[config.mk]
export PLATFORM = sky130hd
export DESIGN_NAME = alu_operand_muxes
export DESIGN_NICKNAME = d
export VERILOG_FILES = /design/src/rtl/alu_operand_muxes.sv
export SDC_FILE = /design/constraint.sdc
export NUM_CORES = 1
export LEC_CHECK = 0
export ABC_AREA = 1
export BUFFER_PORTS_ARGS = -buffer_cell sky130_fd_sc_hd__buf_2
export CAP_MARGIN = 0
export CORE_ASPECT_RATIO = 1.4
export CORE_MARGIN = 2
export CORE_UTILIZATION = 39
export DETAILED_ROUTE_END_ITERATION = 16
export GPL_ROUTABILITY_DRIVEN = 0
export GPL_TIMING_DRIVEN = 1
export PLACE_DENSITY_LB_ADDON = 0.15
export SYNTH_ARGS = -nofsm -noshare
export SYNTH_HDL_FRONTEND = slang
export SYNTH_SLANG_ARGS = --single-unit
[constraint.sdc]
create_clock -name clk -period 1.2 [get_ports clk]
set_clock_uncertainty 0.15 [all_clocks]
set_input_delay 0 -clock clk [delete_from_list [all_inputs] [get_ports clk]]
set_output_delay 0 -clock clk [all_outputs]
set_load 0.01 [all_outputs]
[src/rtl/alu_operand_muxes.sv]
// Execute-stage operand selection: forwarding muxes for both ALU operands,
// immediate select, destination register select and the EX/MEM-side store-data/dest capture.
module alu_operand_muxes (
  input  logic        clk,
  input  logic        rst_n,
  input  logic        RegDst,
  input  logic [2:0]  Rt,
  input  logic [2:0]  Rd,
  input  logic        ALUSrc,
  input  logic [1:0]  ForwardA,
  input  logic [1:0]  ForwardB,
  input  logic [15:0] Mem_ALUOut,
  input  logic [15:0] WB_WriteData,
  input  logic [15:0] ReadData1,
  input  logic [15:0] ReadData2,
  input  logic [15:0] Imm,
  input  logic        Stall,
  input  logic        Flush,
  output logic [2:0]  DestReg,
  output logic [15:0] Operand1,
  output logic [15:0] Operand2,
  output logic [15:0] StoreData_q,
  output logic [2:0]  DestReg_q
);

  // Forwarding code 2'b11 is reserved and falls back to the register-file value.
  function automatic logic [15:0] fwd_sel(
    input logic [1:0]  sel,
    input logic [15:0] reg_val,
    input logic [15:0] mem_val,
    input logic [15:0] wb_val
  );
    logic [15:0] res;
    case (sel)
      2'b00:   res = reg_val;
      2'b10:   res = mem_val;
      2'b01:   res = wb_val;
      default: res = reg_val;
    endcase
    return res;
  endfunction

  logic [15:0] w_fwd_a;
  logic [15:0] w_fwd_b;
  logic [15:0] w_operand2;
  logic [2:0]  w_dest_reg;
  logic [15:0] r_store_data;
  logic [2:0]  r_dest_reg;

  // Operand and destination selection; never gated by reset, stall or flush.
  always_comb begin
    w_fwd_a    = fwd_sel(ForwardA, ReadData1, Mem_ALUOut, WB_WriteData);
    w_fwd_b    = fwd_sel(ForwardB, ReadData2, Mem_ALUOut, WB_WriteData);
    w_operand2 = 16'h0000;
    w_dest_reg = 3'b000;
    if (ALUSrc) begin
      w_operand2 = Imm;
    end else begin
      w_operand2 = w_fwd_b;
    end
    if (RegDst) begin
      w_dest_reg = Rd;
    end else begin
      w_dest_reg = Rt;
    end
  end

  // Store data always takes the forwarded B value, even when Operand2 is the immediate.
  always_ff @(posedge clk or negedge rst_n) begin
    if (!rst_n) begin
      r_store_data <= 16'h0000;
      r_dest_reg   <= 3'b000;
    end else if (Flush) begin
      r_store_data <= 16'h0000;
      r_dest_reg   <= 3'b000;
    end else if (Stall) begin
      r_store_data <= r_store_data;
      r_dest_reg   <= r_dest_reg;
    end else begin
      r_store_data <= w_fwd_b;
      r_dest_reg   <= w_dest_reg;
    end
  end

  assign Operand1    = w_fwd_a;
  assign Operand2    = w_operand2;
  assign DestReg     = w_dest_reg;
  assign StoreData_q = r_store_data;
  assign DestReg_q   = r_dest_reg;

endmodule

==> results of run 1 <==
## where the power goes
group	switching [mW]	internal [mW]
combinational	0.620	0.520
clock	0.195	0.236
sequential	0.0254	0.689
## registers in the layout, summed over array words and instances, names as in the netlist
register     cells
StoreData_q     16
DestReg_q        3
## metal layers
layer	global-route usage, %	up-vias	wire [µm]
met1	26.1	1098	2500
li1	-	1295	-
met4	7.16	0	63
met5	0	-	0
met3	1.83	7	352
met2	44.0	91	3340
## through the flow
stage | setup TNS [ns] | setup WS (ns) | utilization (%) | hold slack, ns
after detailed placement | -1.61 | -0.104 | 57.3 | -0.193
final | 0 | 0.00824 | 65.8 | -0.0460
after CTS | 0 | 0.000255 | 63.8 | -0.0381
after global routing | -0.142 | -0.0355 | 65.8 | -0.0221
after floorplan | 0 | 0.0599 | - | -0.446
after global placement | -1.05 | -0.0808 | 57.3 | -0.199
## cell type report
class                           instances  area (µm²)
Clock buffer                            4        45.0
Sequential cell                        19         475
Tap cell                               62        77.6
Fill cell                             429        1550
Multi-Input combinational cell        245        1250
Inverter                               27         106
Timing Repair Buffer                  176        1030
## layout by cell type, fill, tap and decap left out, drive strengths merged
cell type,n
inv,27
a21oi,32
clkbuf,4
nor2,18
buf,154
ha,4
dlygate4sd3,22
dfrtp,19
nand2,140
o21ai,3
nand3,48
## worst max-delay path: stages
cell and delay [ns]:
dlygate4sd3_1 0.55, buf_2 0.12, inv_1 0.04, nand2_1 0.06, nand3_2 0.09, nand2_1 0.05, buf_2 0.13
## kinds of logic after synthesis
| family | after synthesis | synth area share (%) |
|---|---|---|
| and+or+nand+nor | 206 | 49.2 |
| AOI/OAI and AO/OA | 35 | 9.57 |
| DFF | 19 | 26.0 |
| adders and majority gates | 4 | 2.73 |
| buffers and inverters | 46 | 12.5 |
## worst paths after layout
| kind | slack, ns | cells past startpoint | endpoint | start |
|---|---|---|---|---|
| max in group asynchronous | 0.56 | 2 | StoreData_q[1] | rst_n |
| max | 0.008 | 7 | Operand2[5] | ReadData2[5] |
| min | -0.05 | 4 | DestReg_q[2] | RegDst |
| min in group asynchronous | 0.05 | 2 | StoreData_q[6] | rst_n |
| min reg2reg | 0.33 | 2 | StoreData_q[14] | StoreData_q[14] |
| max reg2reg | 0.43 | 2 | StoreData_q[15] | StoreData_q[15] |
## timing repair
item                                    in CTS  in global routing
gates resized for setup                      5                 36
hold endpoints to repair                    38                  2
pin swaps                                    0                 10
endpoints found under the setup margin      17                 35
==> flow_summary.toml, run 1 <==
[route]
drt_iter0_drc = 70
wl_per_cell_um = 11.7
routed_wl_um = 6250
vias = 2491
drc = 0
firstDrtPassIters = 4
viasPerCell = 4.67
antenna_left = 0

[cells_and_area]
drive_gt1_share_pct = 43.1
stdcell_area_um2 = 2990
area_growth_pct = 63.2
antenna_cells = 0
nets = 572
final_cells = 533

[timing]
tightest_slew_ns = 0.410
rsz0062_at_grt = "true"
setup_violations = 0
max_freq_mhz = 839
whs_ns = -0.0460
relSlewSlack_pct = 72.6
finalHoldViolations = 17
maxSlewViolCount = 0
min_period_ns = 1.19
period_share_pct = 99.3

[clocking]
clockRootBuffer = "clkbuf_8"
clk_latency_ns = 0.25
htreeDepth = 1
clockBufferDepth = 2
post-cts-setup-buffers = 0
clkTransAtPathRegs_ns = 0.06
hold_buffers = 23
cts_tree = "yes"
cts_buffers = 3
cts.sinks = 19

[yosys]
synth_common_cells = "nand2_1, nand3_1, a21oi_1"
async_reset_ff_share_pct = 100
yosysMostFrequentCell = "nand2_1"
syn_nets = 410
syn_area_um2 = 1830
yosysUniqueCellTypes = 16
synth_cells = 310
yosys-top-cells-area = "nand2_1, dfrtp_1, nand3_1"
syn_area_per_cell_um2 = 5.90
ys_ff_latch = 19
synth_top_area_share_pct = 28.5
synth_top_area_cell = "nand2_1"
synthFlopType = "dfrtp_1"
synth_edf_count = 0
ys_warn_count = 0
seq_area_frac_synth_pct = 26.0

[die]
fp-row-count = 29
die_h_um = 85.1
start_util_pct = 40.4
die_w_um = 61.9
io_pins = 150
fp.dieArea_um2 = 5270
core_um2 = 4540

[grt]
grt_pass1_wl_um = 9610
antenna_found_initial = 0
grt_pass1_vias = 2350
grt_util_all_layers_pct = 23.3
grt_overflow = 0
grt_max_degree = 20

[power_and_ir_drop]
p_leak_nw = 1.76
total_power_mw = 2.28
p_per_area_nw_per_um2 = 765
ir_worst_vdd_mv = 0.378

[outcome]
violations = "hold timing"
status = "finished, violations left"

[placement]
dp_cells = 510
placed_area_um2 = 2600
port_buffers = 149
hpwl_um = 4880

[worst_setup_path]
worstPathMaxFanout = 2
cp-start-kind = "input port"
cp.required_ns = 1.05
crit_arrival_ns = 1.04
critical_path_class = "input port to output port"
end_kind = "output port"

[flow_run]
cap_violations = 0

[worst_hold_path]
holdCritPathClass = "input port to flip-flop"
Note: power is estimated with default switching activity, not from simulation.
==> run 2, diff against run 1 <==
--- a/config.mk
+++ b/config.mk
@@ -9,7 +9,7 @@
 export BUFFER_PORTS_ARGS = -buffer_cell sky130_fd_sc_hd__buf_2
 export CAP_MARGIN = 0
 export CORE_ASPECT_RATIO = 1.4
-export CORE_MARGIN = 2
+export CORE_MARGIN = 4
 export CORE_UTILIZATION = 39
 export DETAILED_ROUTE_END_ITERATION = 16
 export GPL_ROUTABILITY_DRIVEN = 0
==> run 2 against run 1 <==
Compared with the run above: the run still ends with hold timing left; maximum frequency increased by 2.9%; final area increased by 3.1%; global-route usage shrank 0.27 points; flip-flop and latch count did not move; worst hold slack gained 0.0083 ns.
==> flow_summary.toml, run 2 (synthesis results as in run 1) <==
[worst_setup_path]
cpPeakStageDelay_ns = 0.54
path_delay_family = "buffers and inverters"
worstPathMaxFanout = 2
cp_num_buf_inv = 4
r2r_cells = 2
r2r-start = "StoreData_q[1]"
critPathMostFrequentCell = "buf_2"
cp.required_ns = 1.05
critical_path_class = "input port to output port"
critPathSlowestCell = "dlygate4sd3_1"
r2r_end = "StoreData_q[1]"
end_kind = "output port"
cp-startpoint = "ReadData2[9]"
crit_arrival_ns = 1.01
rrSetupSlack_ns = 0.43
path_cells = "dlygate4sd3_1 > buf_2 > inv_2 > nand2_2 > nand3_2 > nand2_1 > buf_2"
cp-start-kind = "input port"

[timing]
tightest_slew_ns = 0.405
finalHoldViolations = 17
rsz0062_at_grt = "false"
max_freq_mhz = 863
period_share_pct = 96.5
min_period_ns = 1.16
maxSlewViolCount = 0
whs_ns = -0.0377
relSlewSlack_pct = 73.0
setup_violations = 0

[power_and_ir_drop]
p_sw_share_pct = 36.5
pwr-share-clk_pct = 18.2
p_switching_uw = 855
p_per_area_nw_per_um2 = 761
comb_power_share_pct = 51.4
ir_worst_vdd_mv = 0.365
total_power_mw = 2.34
p_leak_nw = 1.87
power_frac_seq_pct = 30.4
intPower_mw = 1.49

[route]
wl_per_cell_um = 13.1
routed_wl_um = 7040
drc = 0
firstDrtPassIters = 4
vias = 2512
viasPerCell = 4.68
drt_iter0_drc = 65
antenna_left = 0

[worst_hold_path]
min-delay-start = "ReadData2[5]"
min_to = "StoreData_q[5]"
holdPathStages = 5
holdCritPathClass = "input port to flip-flop"

[grt]
grt_pass1_wl_um = 10800
antenna_found_initial = 0
grt_overflow = 0
grt_util_all_layers_pct = 23.1
grt_pass1_vias = 2488
grtUsageMet1_pct = 26.6
met3_usage_pct = 2.39
met2_usage_pct = 43.0
grt-busiest-layer = "met2"
grt_max_degree = 20

[die]
die_w_um = 65.9
fp-row-count = 29
fp.dieArea_um2 = 5870
die_h_um = 89.1
core_um2 = 4540
start_util_pct = 40.4
io_pins = 150

[cells_and_area]
drive_gt1_share_pct = 41.5
area_growth_pct = 68.3
antenna_cells = 0
final_cell_mix = "buf_2, nand2_1, a21oi_1, nand3_1"
final_common_cell = "buf_2"
nets = 576
num-fill-cells = 402
largest_reg_flops = 16
stdcell_area_um2 = 3080

[outcome]
violations = "hold timing"
status = "finished, violations left"

[clocking]
cts_buffers = 3
clockRootBuffer = "clkbuf_8"
clk_latency_ns = 0.25
clkTransAtPathRegs_ns = 0.07
cts.sinks = 19
htreeDepth = 1
hold_buffers = 25
clockBufferDepth = 2
cts_tree = "yes"

[placement]
placed_area_um2 = 2620
hpwl_um = 5180
port_buffers = 149

[flow_run]
cap_violations = 0
[run 2: changes by cell type in the layout (fill, tap and decap cells not counted), sizes merged]
| cell | previous run | this run |
|---|---|---|
| buf | 154 | 156 |
| dlygate4sd3 | 22 | 16 |
| dlymetal6s4s | 0 | 8 |
[run 2: how the worst max path moves through the flow]
stage	to	slack, ns	cells after the start
2_1_floorplan	StoreData_q[10]	0.06	8
3_3_place_gp	Operand2[10]	-0.12	8
3_5_place_dp	Operand2[5]	-0.09	8
4_1_cts	Operand2[1]	-0.005	10
5_1_grt	Operand2[9]	0.002	7
6_report	Operand2[9]	0.04	7
[run 2: metrics by stage]
| stage | std cells | TNS [ns] | setup slack (ns) | utilization (%) |
|---|---|---|---|---|
| 2_1_floorplan | 310 | 0 | 0.0599 | - |
| 3_3_place_gp | 511 | -1.99 | -0.118 | 57.7 |
| 3_5_place_dp | 511 | -1.20 | -0.0871 | 57.7 |
| 4_1_cts | 542 | -0.00490 | -0.00490 | 65.8 |
| 5_1_grt | 537 | 0 | 0.00179 | 67.9 |
| 6_report | 537 | 0 | 0.0417 | 67.9 |
[run 2: what timing repair did]
item	in CTS	in global routing
pin swaps	0	21
setup buffers	1	2
hold endpoints to repair	38	2
resized for setup	9	39
setup endpoints to repair	25	34
gates cloned	1	1
[run 2: cell type report]
| class | count | area (µm²) | area share, % |
|---|---|---|---|
| Multi-Input combinational cell | 245 | 1230 | 39.8 |
| Clock buffer | 4 | 45.0 | 1.46 |
| Timing Repair Buffer | 180 | 1140 | 37.2 |
| Sequential cell | 19 | 475 | 15.4 |
| Tap cell | 62 | 77.6 | 2.52 |
| Inverter | 27 | 111 | 3.61 |
[run 2: power by group through the flow]
stage	registers (mW)	clock network (mW)	logic, mW
final	0.713	0.427	1.20
after global routing	0.720	0.468	1.33
after CTS	0.714	0.441	1.13
after detailed placement	0.726	0	1.02
after global placement	0.722	0	1.02
after floorplan	0.748	0	0.540
[run 2: worst min-delay path, delay by kind of cell]
family | cells | cell delay [ns]
AND/OR/NAND/NOR | 3 | 0.23
buffers and inverters | 2 | 0.10
[run 2: routing by layer]
layer	vias to the layer above	part of all wire, %
met5	-	0
met4	0	2.2
met3	14	6.3
met2	99	52
met1	1093	39
li1	1306	-
==> run 3, diff against run 2 <==
--- a/config.mk
+++ b/config.mk
@@ -15,6 +15,7 @@
 export GPL_ROUTABILITY_DRIVEN = 0
 export GPL_TIMING_DRIVEN = 1
 export PLACE_DENSITY_LB_ADDON = 0.15
+export RECOVER_POWER = 50
 export SYNTH_ARGS = -nofsm -noshare
 export SYNTH_HDL_FRONTEND = slang
 export SYNTH_SLANG_ARGS = --single-unit
==> run 3 against run 2 <==
Compared with the run above: the flow still finishes with violations (hold timing); clock power is essentially flat; final area fell by 0.45%; combinational power about the same; routed wire length increased by 0.28%; largest power group unchanged; global-route usage is the same; worst setup slack hardly changed; critical path depth stayed put; flip-flop and latch count did not move; die area unchanged; critical endpoint unchanged; total power fell by 0.25%; critical path type unchanged; clock-buffer cell count unchanged.
==> flow_summary.toml, run 3 (synthesis results as in run 1) <==
[die]
die_w_um = 65.9
fp-row-count = 29
core_um2 = 4540
start_util_pct = 40.4
die_h_um = 89.1
io_pins = 150
fp.dieArea_um2 = 5870

[placement]
port_buffers = 149
hpwl_um = 5180
placed_area_um2 = 2620

[timing]
finalHoldViolations = 17
relSlewSlack_pct = 69.8
whs_ns = -0.0379
tightest_slew_ns = 0.453
min_period_ns = 1.16
maxSlewViolCount = 0
max_freq_mhz = 863
period_share_pct = 96.5
setup_violations = 0
rsz0062_at_grt = "false"

[cells_and_area]
final_common_cell = "nand2_1"
antenna_cells = 0
final_cell_mix = "nand2_1, buf_2, a21oi_1, nand3_1"
nets = 576
largest_reg_flops = 16
num-fill-cells = 411
area_growth_pct = 67.5
drive_gt1_share_pct = 39.2
stdcell_area_um2 = 3070

[grt]
grt_pass1_wl_um = 10800
antenna_found_initial = 0
grt_util_all_layers_pct = 23.1
grt_overflow = 0
grt_max_degree = 20
grt_pass1_vias = 2488

[route]
vias = 2511
antenna_left = 0
viasPerCell = 4.68
firstDrtPassIters = 4
routed_wl_um = 7060
drt_iter0_drc = 64
drc = 0
wl_per_cell_um = 13.1

[worst_setup_path]
crit_arrival_ns = 1.01
critPathSlowestCell = "dlygate4sd3_1"
path_cells = "dlygate4sd3_1 > buf_2 > inv_2 > nand2_2 > nand3_2 > nand2_1 > buf_2"
cp.required_ns = 1.05
critical_path_class = "input port to output port"
path_delay_family = "buffers and inverters"
cp_num_buf_inv = 4
worstPathMaxFanout = 2
critPathMostFrequentCell = "buf_2"
end_kind = "output port"
cpPeakStageDelay_ns = 0.54
cp-start-kind = "input port"

[clocking]
cts_tree = "yes"
cts.sinks = 19
hold_buffers = 25
clockBufferDepth = 2
clk_latency_ns = 0.25
clockRootBuffer = "clkbuf_8"
cts_buffers = 3
clkTransAtPathRegs_ns = 0.07
htreeDepth = 1

[worst_hold_path]
holdCritPathClass = "input port to flip-flop"

[outcome]
violations = "hold timing"
status = "finished, violations left"

[flow_run]
cap_violations = 0

[power_and_ir_drop]
p_per_area_nw_per_um2 = 762
ir_worst_vdd_mv = 0.364
p_leak_nw = 1.83
run 3: cell count changes in the layout (fill, tap and decap cells not counted), sizes merged:
| cell | delta |
|---|---|
| buf | -12 |
| clkbuf | +12 |
run 3: worst paths after layout:
kind | end | depth (start not counted) | slack [ns] | from
setup / recovery | Operand2[9] | 7 | 0.04 | ReadData2[9]
hold / removal | StoreData_q[5] | 5 | -0.04 | ReadData2[5]
setup reg to reg | StoreData_q[1] | 2 | 0.42 | StoreData_q[1]
hold reg to reg | StoreData_q[9] | 2 | 0.33 | StoreData_q[9]
max in group asynchronous | StoreData_q[0] | 2 | 0.51 | rst_n
min in group asynchronous | StoreData_q[7] | 2 | 0.07 | rst_n
run 3: metal layers:
layer,share of wire (%),routed length (µm),track usage (%)
met3,6.4,455,2.39
met1,39,2770,26.6
met5,0,0,0
met4,2.2,155,9.06
met2,52,3680,43.0
run 3: repair_timing:
item,4_1_cts,5_1_grt
setup endpoints to repair,25,34
resized for setup,9,39
gates cloned,1,1
endpoints found under the hold margin,38,2
pin swaps,0,21
setup buffers,1,2
run 3: worst register-to-register path, cell delays in order, from the launching register on:
cell and delay [ns]:
dfrtp_1 0.39, nand2_1 0.07, nand2_1 0.05
run 3: metrics by stage:
| step | worst slack [ns] | setup TNS [ns] | utilization (%) | instances | total power, mW |
|---|---|---|---|---|---|
| after floorplan | 0.0599 | 0 | - | 310 | 1.29 |
| after global placement | -0.118 | -1.99 | 57.7 | 511 | 1.74 |
| after detailed placement | -0.0871 | -1.20 | 57.7 | 511 | 1.74 |
| after CTS | -0.00490 | -0.00490 | 65.8 | 542 | 2.29 |
| after global routing | 0.00179 | 0 | 67.6 | 537 | 2.51 |
| final | 0.0417 | 0 | 67.6 | 537 | 2.34 |
run 3: area by class of cell:
| class | instances | area [µm²] | area share, % |
|---|---|---|---|
| multi-input cells | 245 | 1230 | 40.0 |
| repair buffers | 180 | 1130 | 36.9 |
| flip-flops and latches | 19 | 475 | 15.5 |
| inverters | 27 | 111 | 3.63 |
| well taps | 62 | 77.6 | 2.53 |
| clock buffers | 4 | 45.0 | 1.47 |
run 3: report_power, final:
group / switching [mW] / total [mW] / leakage, nW / internal (mW)
clock network: 0.192 / 0.427 / 0.0228 / 0.235
logic: 0.639 / 1.20 / 1.55 / 0.557
registers: 0.0259 / 0.714 / 0.254 / 0.689
total: 0.857 / 2.34 / 1.83 / 1.48
